===== src/rtl/b4s_loader.sv =====
// Nibble FIFO feeding a 4-bit parallel-load shift register: pops one nibble,
// strobes load_en for one cycle, then lets the register shift for three cycles.
module b4s_loader #(
    parameter int unsigned DEPTH = 4
) (
    input  logic                         clk,
    input  logic                         rst,
    input  logic                         in_valid,
    input  logic [3:0]                   in_data,
    output logic                         in_ready,
    output logic [3:0]                   D_out,
    output logic                         load_en,
    output logic                         busy,
    output logic                         frame_done,
    output logic [$clog2(DEPTH+1)-1:0]   fifo_count
);

    localparam int unsigned CW = $clog2(DEPTH + 1);
    localparam int unsigned PW = $clog2(DEPTH);

    localparam logic [1:0] S_IDLE  = 2'd0;
    localparam logic [1:0] S_LOAD  = 2'd1;
    localparam logic [1:0] S_SHIFT = 2'd2;

    logic [3:0]    mem [DEPTH];
    logic [PW-1:0] wr_ptr;
    logic [PW-1:0] rd_ptr;
    logic [1:0]    state;
    logic [1:0]    state_nxt;
    logic [1:0]    sc;
    logic [1:0]    sc_nxt;
    logic          push;
    logic          pop;
    logic [CW-1:0] count_nxt;
    logic          load_en_nxt;
    logic          busy_nxt;
    logic          frame_done_nxt;

    // in_ready is registered, so a push never depends on this cycle's pop
    assign push = in_valid & in_ready;

    // Sequencer next state; the pop decision uses only registered occupancy
    always_comb begin
        state_nxt = state;
        sc_nxt    = sc;
        pop       = 1'b0;
        case (state)
            S_IDLE: begin
                if (fifo_count != '0) begin
                    state_nxt = S_LOAD;
                    pop       = 1'b1;
                end
            end
            S_LOAD: begin
                state_nxt = S_SHIFT;
                sc_nxt    = 2'd0;
            end
            S_SHIFT: begin
                if (sc == 2'd2) begin
                    sc_nxt = 2'd0;
                    if (fifo_count != '0) begin
                        state_nxt = S_LOAD;
                        pop       = 1'b1;
                    end else begin
                        state_nxt = S_IDLE;
                    end
                end else begin
                    sc_nxt = sc + 2'd1;
                end
            end
            default: begin
                state_nxt = S_IDLE;
                sc_nxt    = 2'd0;
            end
        endcase

        load_en_nxt    = (state_nxt == S_LOAD);
        busy_nxt       = (state_nxt != S_IDLE);
        frame_done_nxt = (state_nxt == S_SHIFT) && (sc_nxt == 2'd2);
        count_nxt      = fifo_count + CW'(push) - CW'(pop);
    end

    always_ff @(posedge clk or negedge rst) begin
        if (!rst) begin
            state      <= S_IDLE;
            sc         <= 2'd0;
            wr_ptr     <= '0;
            rd_ptr     <= '0;
            fifo_count <= '0;
            in_ready   <= 1'b0;
            D_out      <= 4'b0000;
            load_en    <= 1'b0;
            busy       <= 1'b0;
            frame_done <= 1'b0;
        end else begin
            state      <= state_nxt;
            sc         <= sc_nxt;
            fifo_count <= count_nxt;
            in_ready   <= (count_nxt < CW'(DEPTH));
            load_en    <= load_en_nxt;
            busy       <= busy_nxt;
            frame_done <= frame_done_nxt;
            if (push) begin
                wr_ptr <= wr_ptr + PW'(1);
            end
            if (pop) begin
                rd_ptr <= rd_ptr + PW'(1);
                D_out  <= mem[rd_ptr];
            end
        end
    end

    // Storage needs no reset: stale entries are unreachable once pointers clear
    always_ff @(posedge clk) begin
        if (push) begin
            mem[wr_ptr] <= in_data;
        end
    end

endmodule


===== config.mk =====
export PLATFORM = sky130hd
export DESIGN_NAME = b4s_loader
export DESIGN_NICKNAME = d
export VERILOG_FILES = /design/src/rtl/b4s_loader.sv
export SDC_FILE = /design/constraint.sdc
export NUM_CORES = 1
export LEC_CHECK = 0
export ABC_AREA = 1
export CAP_MARGIN = 20
export CORE_ASPECT_RATIO = 1.2
export CORE_UTILIZATION = 45
export DETAILED_ROUTE_END_ITERATION = 8
export MAX_ROUTING_LAYER = met4
export PLACE_DENSITY = 0.69
export SLEW_MARGIN = 20
export SYNTH_ARGS = -nofsm -noshare
export SYNTH_HDL_FRONTEND = slang
export SYNTH_SLANG_ARGS = --single-unit

===== constraint.sdc =====
create_clock -name clk -period 1.9 [get_ports clk]
set_input_delay 0.475 -clock clk [delete_from_list [all_inputs] [get_ports clk]]
set_output_delay 0.475 -clock clk [all_outputs]
set_load 0.02 [all_outputs]

==> summary.txt, run 1 <==
Pwr
  • Final Power: approximately 3.4 mW
  • Peak supply drop: roughly 1.1 mV
  • PwrDens: between 1500 and 2000 nW/um^2
  • P_leak: 0.947 nW

Route
  • DR top layer: met4
  • Post-route DRC violation count: 0
  • Post-DRT Antenna Nets: 0
  • M1 WL: ~970 microns
  • Met3 WL post-DR: ~120 microns
  • DRT iter0 DRCs: 45
  • DR WL/cell: between 10 and 15 microns
  • Vias: a little over 1,000
  • Met2 wire len: between 1000 and 1500 microns
  • DR pass1 iterations: 4
  • DR vias/cell: roughly 4.6
  • Post-Route WL: 2490 microns

Clocking
  • Total CTS buffers: 5
  • Worst skew pair latency: around 0.28 ns
  • Htree depth: 2
  • Root buf cell: clkbuf_8
  • Clock buffer depth: 2
  • CTS tree: yes
  • # clock sinks: 35
  • Clk slew on worst S/H paths: about 0.06 ns

Cells and area
  • Multi-input logic area: approximately 520 sq um
  • Share of cells above drive strength 1: 18.2%
  • N_diodes: 0
  • Non-Filler Instances: 224
  • FILL cells: 280
  • Final Net Count: 200
  • Area grow syn2layout: 26.8%
  • Storage cell area: ~960 sq um

Critical path
  • Worst path max stage delay: 0.45 ns
  • CP max-delay cell: clkdlybuf4s50_1
  • Max Fanout on Critical Path: 2
  • Req. time, crit path: 2.05 ns
  • Worst Path Buf+Inv: 2
  • Worst setup EP type: flip-flop
  • Crit Path Class: in2reg
  • CP top delay family: adder cells
  • CP arrival: around 2 ns
  • Top cell by count, worst path: ha_4
  • Worst setup SP type: input pin
  • Worst-path cell chain: clkdlybuf4s50_1, nand2_1, ha_4, inv_2, ha_4, fa_2, xor2_1

GRT
  • Initial antenna violation count: 0
  • Largest net degree at the start of global routing: 20
  • First-pass GRT wire length: 4250 microns
  • Vias in the first global route: around 1,000
  • GRT Total Usage: 16.5%
  • Grt ovf: 0

Timing
  • Tightest Pin Transition: around 0.36 ns
  • Clk_skew: around 0.0069 ns
  • Max Freq: between 500 and 600 MHz
  • Worst rel slew slack: roughly three quarters
  • Final Max Slew Viols: 0
  • Tcrit/Tclk final: around 98%
  • Final min period: about 1.9 ns
  • RSZ-0062 raised after global routing: no
  • Setup violations, final: 0
  • Final hold viol count: 0
  • Setup ws final: around 0.043 ns

Place
  • Routability cong.: between 0.7 and 0.8
  • Placed insts: 213
  • Final HPWL DP: 1870 microns
  • Pre-CTS setup slack: -0.262 ns
  • Port Buf Inserts: 17

Synthesis
  • Top cells by area, synth: edfxtp_1 (31%), dfrtp_1 (31%), nand2_1 (9.6%), inv_1 (6.7%), ha_1 (4.8%)
  • Synthesis-stage register bit count: 35
  • Synthesis Warnings: 0
  • Synth cell types: 20
  • Syn nets: 168
  • Synthesized instance count: between 150 and 200
  • Seq/Total Area, Yosys: between 60% and 70%
  • Avg Inst Size Synth: a little over 10 sq um
  • Cell taking the most area after synthesis: edfxtp_1
  • Synthesized cell area: approximately 1600 sq um
  • Yosys top cell area share: slightly above 30%

Floorplanning
  • Die height: between 60 and 70 microns
  • Die W: approximately 56 microns
  • CORE AREA: between 3000 and 4000 sq um
  • Num ports: 18
  • Initial Utilization: between 40 and 50%
  • Die area: roughly 3700 sq um
  • Rows: 23

Flow run
  • Max-cap viol count: 0

Outcome
  • Status: completed

Worst hold path
  • Worst min-delay path category: reg2reg
cells in the mapped netlist:
cell type / instances
nand2_2: 3
nor2_8: 1
a21oi_1: 3
o21ai_0: 2
nand2_4: 1
nand4_1: 1
nand3_1: 8
ha_1: 6
xnor2_1: 1
nand3_2: 1
nand2_1: 40
nor2_1: 13
xor2_1: 4
dfrtp_1: 19
buf_4: 1
inv_2: 4
fa_1: 1
edfxtp_1: 16
inv_1: 28
buf_2: 1
state kept, by name (all words and copies together) (netlist names):
name	count
wr_ptr	2
frame_done	1
D_out	4
rd_ptr	2
load_en	1
busy	1
sc	2
mem	16
fifo_count	3
in_ready	1
state	2
worst paths after layout:
| kind | from | to | slack, ns | cells past startpoint |
|---|---|---|---|---|
| setup / recovery | in_valid | in_ready$_DFF_PN0_ | 0.04 | 7 |
| hold / removal | D_out[2]$_DFFE_PN0P_ | D_out[2]$_DFFE_PN0P_ | 0.48 | 2 |
| setup reg to reg | fifo_count[1]$_DFF_PN0_ | in_ready$_DFF_PN0_ | 0.07 | 9 |
| hold reg to reg | D_out[2]$_DFFE_PN0P_ | D_out[2]$_DFFE_PN0P_ | 0.48 | 2 |
| max in group asynchronous | rst | fifo_count[1]$_DFF_PN0_ | 1.15 | 2 |
| min in group asynchronous | rst | frame_done$_DFF_PN0_ | 0.53 | 2 |
area by class of cell:
| type | count | area share [%] |
|---|---|---|
| well taps | 37 | 2.34 |
| clock buffers | 7 | 3.86 |
| inverters | 32 | 6.21 |
| flip-flops and latches | 35 | 48.5 |
| clock inverters | 1 | 0.253 |
| multi-input cells | 85 | 26.4 |
| repair buffers | 27 | 12.4 |
where the power goes:
part	switching, mW	internal [mW]
clock network	0.246	0.257
registers	0.194	1.06
logic	0.884	0.713
total	1.32	2.03
worst register-to-register path, delay by kind of cell (launching register included):
| kind | cells | cell delay (ns) |
|---|---|---|
| DFF | 1 | 0.44 |
| and+or+nand+nor | 4 | 0.31 |
| buffers and inverters | 1 | 0.04 |
| adders and majority gates | 3 | 0.77 |
| xor gates and xnor gates | 1 | 0.15 |
per-layer routing:
| layer | vias to the layer above | GRT usage, % |
|---|---|---|
| li1 | 532 | - |
| met1 | 471 | 16.6 |
| met2 | 25 | 26.7 |
| met3 | 4 | 5.63 |
| met4 | 0 | 12.5 |
| met5 | - | - |
cell usage in the layout, fill, tap and decap left out:
master           count
o21ai_0              2
a21oi_1              3
ha_1                 4
nor2_1              11
xnor2_1              1
nand2_2              1
xor2_1               4
nand3_2              1
dfrtp_1             17
nand4_1              1
clkinv_2             1
inv_4                1
clkdlybuf4s50_1     17
nor2_8               1
nand3_1              8
inv_2                4
dfrtp_2              2
buf_4               10
clkbuf_1             2
edfxtp_1            16
nand2_1             40
nor2_4               2
fa_2                 1
ha_4                 2
nand2_4              3
clkbuf_8             5
inv_1               27
repair_timing:
item	CTS	global route
setup buffers	0	3
endpoints found under the setup margin	3	3
pin swaps	1	5
gates resized for setup	1	8
hold buffers	0	0
cells by family (layout without fill, tap and decap cells):
logic type	after synthesis	in the layout	synth area share, %
compound gates	5	5	1.61
xor+xnor	5	5	2.81
fa+ha+maj	7	7	6.10
buf+inv	34	67	8.51
flops	35	35	61.4
simple gates	68	68	19.6
through the flow:
stage	hold WS (ns)	cell area (sq um)	setup TNS [ns]	util [%]
floorplan	0.179	1570	-0.00659	-
global placement	0.462	1820	-0.549	55.1
detailed placement	0.467	1820	-0.715	55.1
CTS	0.485	1910	0	57.7
global route	0.503	1980	0	59.7
finish	0.481	1980	0	59.7
(Power assumes the default switching activity.)
==> inputs of run 2 (changes only) <==
--- a/config.mk
+++ b/config.mk
@@ -10,9 +10,9 @@
 export CORE_ASPECT_RATIO = 1.2
 export CORE_UTILIZATION = 45
 export DETAILED_ROUTE_END_ITERATION = 8
+export GPL_TIMING_DRIVEN = 0
 export MAX_ROUTING_LAYER = met4
 export PLACE_DENSITY = 0.69
-export SLEW_MARGIN = 20
 export SYNTH_ARGS = -nofsm -noshare
 export SYNTH_HDL_FRONTEND = slang
 export SYNTH_SLANG_ARGS = --single-unit
==> constraint.sdc (replaced) <==
create_clock -name clk -period 1.55 [get_ports clk]
set_input_delay 0.3875 -clock clk [delete_from_list [all_inputs] [get_ports clk]]
set_output_delay 0.3875 -clock clk [all_outputs]
set_load 0.02 [all_outputs]
==> run 2 against run 1 <==
  * The run now ends with negative setup slack left
  * Global-route usage down 0.065 points
  * Register-to-register slack worse by 0.28 ns
  * Setup slack worse by 0.26 ns
  * First-iteration DRC count down 36%
  * Sequential power up 16%
  * Wire length about the same
  * Sequential share of layout area up 0.25 points
  * Worst hold slack worse by 0.0096 ns
  * Clock power up 21%
  * Flip-flop and latch count unchanged
  * Clock-buffer cell count unchanged
  * Critical path type is now reg2reg
  * Critical endpoint unchanged
  * Largest cell class unchanged
==> summary.txt, run 2 (same netlist as run 1, synthesis figures left out) <==
Timing
  • Setup TNS: -0.555 ns (-0.555 ns)
  • Max Freq: 567 MHz
  • Hold slack: 0.472 ns (-0.00959 ns)
  • Tightest Pin Transition: 0.863 ns (+0.506 ns)
  • Final min period: ~1.8 ns
  • Setup violations, final: 3 (+3)
  • Final Max Slew Viols: 0 (unchanged)
  • Final hold viol count: 0 (unchanged)
  • RSZ-0062 raised after global routing: yes
  • Clk_skew: 0.00381 ns (-0.00313 ns)
  • Tcrit/Tclk final: 114%
  • Setup ws final: -0.214 ns (-0.257 ns)
  • Worst rel slew slack: 42.3% (-34 points)

Place
  • Pre-CTS setup slack: -0.705 ns (-0.443 ns)
  • Post-placement cell area: 1780 sq um (-2.2%)
  • Final HPWL DP: 1810 microns (-3.3%)
  • Routability cong.: 0.751 (-2.9%)
  • Port Buf Inserts: 17 (unchanged)

GRT
  • Vias in the first global route: 1,039 (+4.2%)
  • Largest net degree at the start of global routing: 20 (unchanged)
  • First-pass GRT wire length: 4330 microns (+1.8%)
  • Initial antenna violation count: 0 (unchanged)
  • Grt ovf: 0 (unchanged)
  • GRT Total Usage: 16.4% (-0.065 points)

Clocking
  • CTS tree: yes
  • Root buf cell: clkbuf_8
  • Clock buffer depth: 2 (unchanged)
  • Total CTS buffers: 5 (unchanged)
  • Count of hold buffers inserted by post-cts repair: 0 (unchanged)
  • Htree depth: 2 (unchanged)
  • Worst skew pair latency: 0.28 ns (about the same)
  • Clk slew on worst S/H paths: 0.06 ns (about the same)
  • # clock sinks: 35 (unchanged)

Critical path
  • Worst-path cell chain: nor2_2, nand2_2, nand2_4, nor2_4, ha_4, inv_2, ha_4, fa_2, xor2_1
  • CP top delay family: adder cells
  • CP arrival: 1.92 ns (-0.09 ns)
  • Max Fanout on Critical Path: 2 (unchanged)
  • Worst setup EP type: flip-flop
  • Worst Path Buf+Inv: 1 (-1)
  • Top cell by count, worst path: ha_4
  • Req. time, crit path: 1.71 ns (-0.34 ns)
  • Crit Path Class: reg2reg
  • Reg2Reg Setup Slack: -0.21 ns (-0.28 ns)
  • CP max-delay cell: dfrtp_2
  • Worst path max stage delay: 0.40 ns (-0.05 ns)
  • Worst setup SP type: flip-flop

Route
  • Post-DRT Antenna Nets: 0 (unchanged)
  • DRT iter0 DRCs: 29 (-36%)
  • DR pass1 iterations: 4 (unchanged)
  • Post-route DRC violation count: 0 (unchanged)
  • DR vias/cell: 4.51 (-2.1%)
  • Vias: 1,015 (-1.6%)
  • DR WL/cell: 11.0 microns (-0.48%)
  • Post-Route WL: 2490 microns (about the same)

Floorplanning
  • Initial Utilization: 47.1% (unchanged)
  • Die height: 66.5 microns (unchanged)
  • Die W: 55.7 microns (unchanged)
  • Rows: 23 (unchanged)
  • CORE AREA: 3310 sq um (unchanged)
  • Die area: 3700 sq um (unchanged)
  • Num ports: 18 (unchanged)

Worst hold path
  • Worst min-delay path category: reg2reg

Outcome
  • Failing checks: negative setup slack
  • Status: finished, violations left

Cells and area
  • Final Net Count: 201 (+0.50%)
  • Largest reg by FF count: mem
  • N_diodes: 0 (unchanged)
  • Storage cell area: 958 sq um (unchanged)
  • Share of cells above drive strength 1: 19.1% (+0.97 points)
  • Largest register FFs: 16 (unchanged)
  • Commonest cells after routing, fill and taps aside: nand2_1 (39), inv_1 (27), dfrtp_1 (17)
  • Commonest non-fill, non-tap cell in the layout: nand2_1
  • FILL cells: 279 (-0.36%)
  • Final instance area: 1970 sq um (-0.51%)
  • Multi-input logic area: 519 sq um (-0.48%)
  • Area grow syn2layout: 26.2%
  • Regs by FF count: mem: 16 flops, D_out: 4 flops, fifo_count: 3 flops

Pwr
  • Final Power: 4.09 mW (+22%)
  • Combinational power share: 49.3% (+1.8 points)
  • Peak supply drop: 1.09 mV (-1.3%)
  • Sw frac: 39.6% (+0.13 points)
  • P_leak: 0.968 nW (+2.2%)
  • PwrDens: 2080 nW/um^2 (+22%)
  • Clock power frac: 14.9% (about the same)
  • Sequential share of power: 35.7% (-1.8 points)
  • P_int: 2.47 mW (+21%)
  • Sw Pwr: 1.62 mW (+22%)

Flow run
  • Max-cap viol count: 0 (unchanged)
## run 2: cell types whose count changed in the layout (fill, tap and decap cells not counted)
cell | previous run | this run
nand2_1 | 40 | 39
dlygate4sd2_1 | 0 | 10
nor2_2 | 0 | 1
nor2_4 | 2 | 1
clkdlybuf4s50_1 | 17 | 5
buf_2 | 0 | 1
clkdlybuf4s15_1 | 0 | 2
nand2_2 | 1 | 2
## run 2: power by group through the flow
stage          Sequential, mW  Combinational, mW  Clock (mW)
3_5_place_dp             1.49               1.82           0
3_3_place_gp             1.48               1.74           0
4_1_cts                  1.47               2.00       0.631
6_report                 1.46               2.02       0.611
2_1_floorplan            1.64               1.10           0
5_1_grt                  1.50               2.27       0.671
## run 2: worst paths after layout
| path | to | from | cells past startpoint |
|---|---|---|---|
| min in group asynchronous | frame_done$_DFF_PN0_ | rst | 1 |
| worst min-delay path | D_out[1]$_DFFE_PN0P_ | D_out[1]$_DFFE_PN0P_ | 2 |
| worst max register to register | in_ready$_DFF_PN0_ | fifo_count[0]$_DFF_PN0_ | 9 |
| worst max-delay path | in_ready$_DFF_PN0_ | fifo_count[0]$_DFF_PN0_ | 9 |
| max in group asynchronous | fifo_count[0]$_DFF_PN0_ | rst | 1 |
| worst min register to register | D_out[1]$_DFFE_PN0P_ | D_out[1]$_DFFE_PN0P_ | 2 |
## run 2: layer usage
metal	vias up	GRT usage [%]	routed length, microns
li1	531	-	-
met1	459	16.7	1020
met2	18	28.0	1310
met3	7	4.27	91
met4	0	11.3	63
met5	-	-	0
## run 2: stage by stage
stage,cells,util [%]
CTS,223,58.9
detailed placement,208,53.9
global route,225,59.4
finish,225,59.4
global placement,208,53.9
floorplan,154,-
## run 2: area by class of cell
| class | instances | share of cell area, % |
|---|---|---|
| clock buffers | 7 | 3.88 |
| plain buffers | 2 | 0.637 |
| well taps | 37 | 2.36 |
| inverters | 32 | 6.24 |
| repair buffers | 26 | 11.5 |
| flip-flops and latches | 35 | 48.8 |
| multi-input cells | 85 | 26.4 |
| clock inverters | 1 | 0.255 |
## run 2: worst register-to-register path, stage by stage (launching register included)
cell and delay (ns):
dfrtp_2 0.40, nor2_2 0.11, nand2_2 0.07, nand2_4 0.07, nor2_4 0.04, ha_4 0.25
inv_2 0.04, ha_4 0.14, fa_2 0.35, xor2_1 0.15
## run 2: timing repair
action / in CTS / in global routing
cloned: 0 / 0
resized for setup: 21 / 2
setup buffers: 7 / 2
pin swaps: 5 / 1
setup endpoints to repair: 14 / 5
==> RTL edit 1: new RTL, settings of run 1 <==
Put one more register stage on the output `fifo_count`, without a reset. The value now appears one clock later. The other outputs are not delayed to match.
--- a/src/rtl/b4s_loader.sv
+++ b/src/rtl/b4s_loader.sv
@@ -22,4 +22,6 @@
     localparam logic [1:0] S_LOAD  = 2'd1;
     localparam logic [1:0] S_SHIFT = 2'd2;
+
+    logic [$clog2(DEPTH+1)-1:0] fifo_count_s0;
 
     logic [3:0]    mem [DEPTH];
@@ -47,5 +49,5 @@
         case (state)
             S_IDLE: begin
-                if (fifo_count != '0) begin
+                if (fifo_count_s0 != '0) begin
                     state_nxt = S_LOAD;
                     pop       = 1'b1;
@@ -59,5 +61,5 @@
                 if (sc == 2'd2) begin
                     sc_nxt = 2'd0;
-                    if (fifo_count != '0) begin
+                    if (fifo_count_s0 != '0) begin
                         state_nxt = S_LOAD;
                         pop       = 1'b1;
@@ -78,5 +80,5 @@
         busy_nxt       = (state_nxt != S_IDLE);
         frame_done_nxt = (state_nxt == S_SHIFT) && (sc_nxt == 2'd2);
-        count_nxt      = fifo_count + CW'(push) - CW'(pop);
+        count_nxt      = fifo_count_s0 + CW'(push) - CW'(pop);
     end
 
@@ -87,5 +89,5 @@
             wr_ptr     <= '0;
             rd_ptr     <= '0;
-            fifo_count <= '0;
+            fifo_count_s0 <= '0;
             in_ready   <= 1'b0;
             D_out      <= 4'b0000;
@@ -96,5 +98,5 @@
             state      <= state_nxt;
             sc         <= sc_nxt;
-            fifo_count <= count_nxt;
+            fifo_count_s0 <= count_nxt;
             in_ready   <= (count_nxt < CW'(DEPTH));
             load_en    <= load_en_nxt;
@@ -118,4 +120,8 @@
     end
 
+    always_ff @(posedge clk) begin
+        fifo_count <= fifo_count_s0;
+    end
+
 endmodule
 
Behaviour: not the same (a bounded check fails within 4 cycles, from zero or initial values and one cycle with rst low).
==> RTL edit 1 against run 1 <==
The run now ends with design-rule violations left. Fmax down 0.89%. Sequential cell count increased by 3. Synthesized area increased by 3.9%. Sequential power is 6% higher. Worst setup slack got worse by 0.017 ns. Power rose by 2.6%. Final area rose by 2.2%. Synthesized cell count increased by 1.9%. Critical path depth is the same. Routed wire length rose by 2.0%. Highest routed layer unchanged.
==> RTL edit 1: results <==
[synthesis]
synthArstFlopShare_pct = 50.00
ys_seq_area_share_pct = 62.80
synth.area.top_cells = "edfxtp_1 30%, dfrtp_1 29%, nand2_1 9.3%"
syn-num-nets = 171

[hold_path]
hp-class = "flip-flop to flip-flop"
worstHoldStart = "fifo_count_s0[2]$_DFF_PN0_"
hold_depth = 0
whs_endpoint = "fifo_count[2]$_DFF_P_"

[layout]
fin_nets = 206
fillers = 303
reg_top3 = "mem x16, D_out x4"

[global_route]
track_usage_pct = 15.56
grt_util_met1_pct = 15.79
grt_pass1_wl_mm = 4.174
grt_pass1_vias = 948
gr-usage-met3_pct = 5.939
grt_util_met2_pct = 26.34

[detailed_routing]
routedWlPerCell_um = 11.02
drc = 4
wl_met3_um = 123
vias_per_cell = 4.535
antenna_left = 0
route.met2.wl_mm = 1.341
wl_met1_mm = 1.017

[critical_path]
cp-startpoint = "in_valid"
r2r_slack_ns = 0.04
cp.arrival_ns = 2.03
r2r_start = "fifo_count_s0[0]$_DFF_PN0_"
critPathSlowestCell = "clkdlybuf4s50_1"

[power]
p_int_uw = 2137
p_leak_uw = 0.0009762

[timing]
fin_skew_ns = 0.004604
worst_hold_slack_ns = 0.4095

[place]
hpwl_mm = 1.862
gp_congestion = 0.7440

[status]
violations = "design-rule violations"
outcome = "finished, violations left"
[RTL edit 1: timing repair]
action,in CTS,in global routing
setup endpoints to repair,1,1
resized for setup,0,3
endpoints found under the hold margin,0,0
pin swaps,0,5
setup buffers,1,3
[RTL edit 1: stage by stage]
step | TNS, ns | util (%) | area [um2] | cells | setup WS, ns
2_1_floorplan | 0 | - | 1620 | 157 | 0.03972
3_3_place_gp | -0.5631 | 55.71 | 1892 | 218 | -0.2285
3_5_place_dp | -0.7209 | 55.71 | 1892 | 218 | -0.2823
4_1_cts | 0 | 58.40 | 1983 | 227 | 0.01962
5_1_grt | -0.01815 | 59.43 | 2018 | 230 | -0.01229
6_report | 0 | 59.43 | 2018 | 230 | 0.02608
[RTL edit 1: cells by family (layout without fill, tap and decap cells)]
kind of cell	count (synthesis)	in the layout	share of synthesized area [%]
flops	38	38	62.80
simple gates	68	68	18.87
fa+ha+maj	7	7	5.878
compound gates	5	5	1.547
xor+xnor	5	5	2.707
buf+inv	34	70	8.198
[RTL edit 1: power groups by stage]
stage | clock [uW] | combinational, uW | sequential [uW]
4_1_cts | 546 | 1530 | 1330
6_report | 520 | 1590 | 1330
5_1_grt | 580 | 1780 | 1370
2_1_floorplan | 0 | 892 | 1440
3_5_place_dp | 0 | 1510 | 1360
3_3_place_gp | 0 | 1440 | 1340
[RTL edit 1: layout make-up]
cell class                 instances  area (um2)  share of cell area, %
multi-input combinational         85       484.2                  23.99
timing repair buffer              30       267.8                  13.27
tap                               37       46.29                  2.294
clock buffer                       7       76.32                  3.782
inverter                          32       120.1                  5.952
sequential                        38        1016                  50.34
clock inverter                     1       7.507                 0.3720
==> RTL edit 2: new RTL, settings of run 1 <==
Made on the original files. Set the parameter `DEPTH` to 2 (it was 4).
--- a/src/rtl/b4s_loader.sv
+++ b/src/rtl/b4s_loader.sv
@@ -2,5 +2,5 @@
 // strobes load_en for one cycle, then lets the register shift for three cycles.
 module b4s_loader #(
-    parameter int unsigned DEPTH = 4
+    parameter int unsigned DEPTH = 2
 ) (
     input  logic                         clk,
Ports: changed (resized fifo_count); port bits go from 18 to 17. The function was not compared with the original's and may differ.
==> RTL edit 2 against run 1 <==
The run now ends with design-rule violations left. Critical path depth fell by 6. Routed wire length is 45% lower. Sequential cell count shrank 11. Worst setup slack improved by 0.076 ns. Via count decreased by 39%. Power shrank 39%. Final area is 40% lower. Synthesized area is 38% lower. Critical path type is now flip-flop to output pin. Largest cell class unchanged.
==> RTL edit 2: results <==
[layout]
n_antenna_cell = 0
fin_nets = 121

[power]
seq_power_uw = 874
ir_drop_mv = 0.8190
total_power_uw = 2050
power_frac_comb_pct = 46.9

[global_route]
track_usage_pct = 15.03
gr-usage-met3_pct = 2.414
grt_pass1_wl_mm = 2.346
grt_max_degree = 17
grt_pass1_vias = 610
grt_util_met1_pct = 14.29

[synthesis]
synth.area.top_cells = "dfrtp_1 42%, edfxtp_1 25%, nand2_1 11%"
ys_seq_area_share_pct = 66.75
syn-num-nets = 98
synth-edff-count = 8
synthArstFlopShare_pct = 66.67

[status]
outcome = "finished, violations left"
violations = "design-rule violations"

[detailed_routing]
wl_met1_um = 570
num_vias = 633
drc = 3
drt_pass1_iterations = 6
drtIter0Drc = 15
drt_wl_total_mm = 1.357

[place]
hpwl_mm = 1.083
place_area_um2 = 1159

[critical_path]
cp_top_family = "buffers and inverters"
cpPeakStageDelay_ns = 0.61
worstRegToRegCells = 9
worstPathMaxFanout = 4
cp.arrival_ns = 1.31

[clocking]
clk_pin_slew_ns = 0.12
clockRootBuffer = "clkbuf_4"
cts_resized = 0
numCtsBuffers = 3
clk_latency_ns = 0.30
htreeDepth = 1

[timing]
fin_skew_ns = 0.006903

[hold_path]
hp-class = "input port to async pin"
RTL edit 2: cell count changes in the layout (fill, tap and decap cells not counted), moves of 3 or more:
cell,delta
buf_4,-8
clkbuf_4,+3
clkbuf_8,-5
edfxtp_1,-8
inv_1,-15
inv_2,-4
nand2_1,-11
nor2_1,-8
RTL edit 2: logic make-up after synthesis:
logic type      Yosys count  synth area share, %
xor+xnor                  3                2.738
buf+inv                  12                4.693
fa+ha+maj                 2                2.607
compound gates            2                1.304
flops                    24                66.75
simple gates             46                21.90
RTL edit 2: path summary, 6_finish.rpt:
| check | from | to | slack (ns) |
|---|---|---|---|
| setup / recovery | fifo_count[1]$_DFF_PN0_ | fifo_count[1] | 0.12 |
| max in group asynchronous | rst | state[0]$_DFF_PN0_ | 1.25 |
| min in group clk | D_out[1]$_DFFE_PN0P_ | D_out[1]$_DFFE_PN0P_ | 0.48 |
| hold reg to reg | D_out[1]$_DFFE_PN0P_ | D_out[1]$_DFFE_PN0P_ | 0.48 |
| setup reg to reg | fifo_count[0]$_DFF_PN0_ | fifo_count[1]$_DFF_PN0_ | 0.23 |
| hold / removal | rst | D_out[3]$_DFFE_PN0P_ | 0.47 |
RTL edit 2: metrics by stage:
step,cells,hold WS [ns],setup WS (ns),utilization [%]
finish,130,0.4710,0.1191,61.90
global route,130,0.4838,0.06885,61.90
CTS,130,0.4694,0.1047,61.90
detailed placement,126,0.4589,0.03083,60.52
global placement,126,0.4556,0.07437,60.52
floorplan,89,0.1794,0.2651,-
RTL edit 2: final cells by class:
class                      count  area (um2)
tap                           19       23.77
sequential                    24       640.6
inverter                      12       45.04
multi-input combinational     53       274.0
timing repair buffer          18       175.2
clock buffer                   4       26.28
fill                         159       729.5
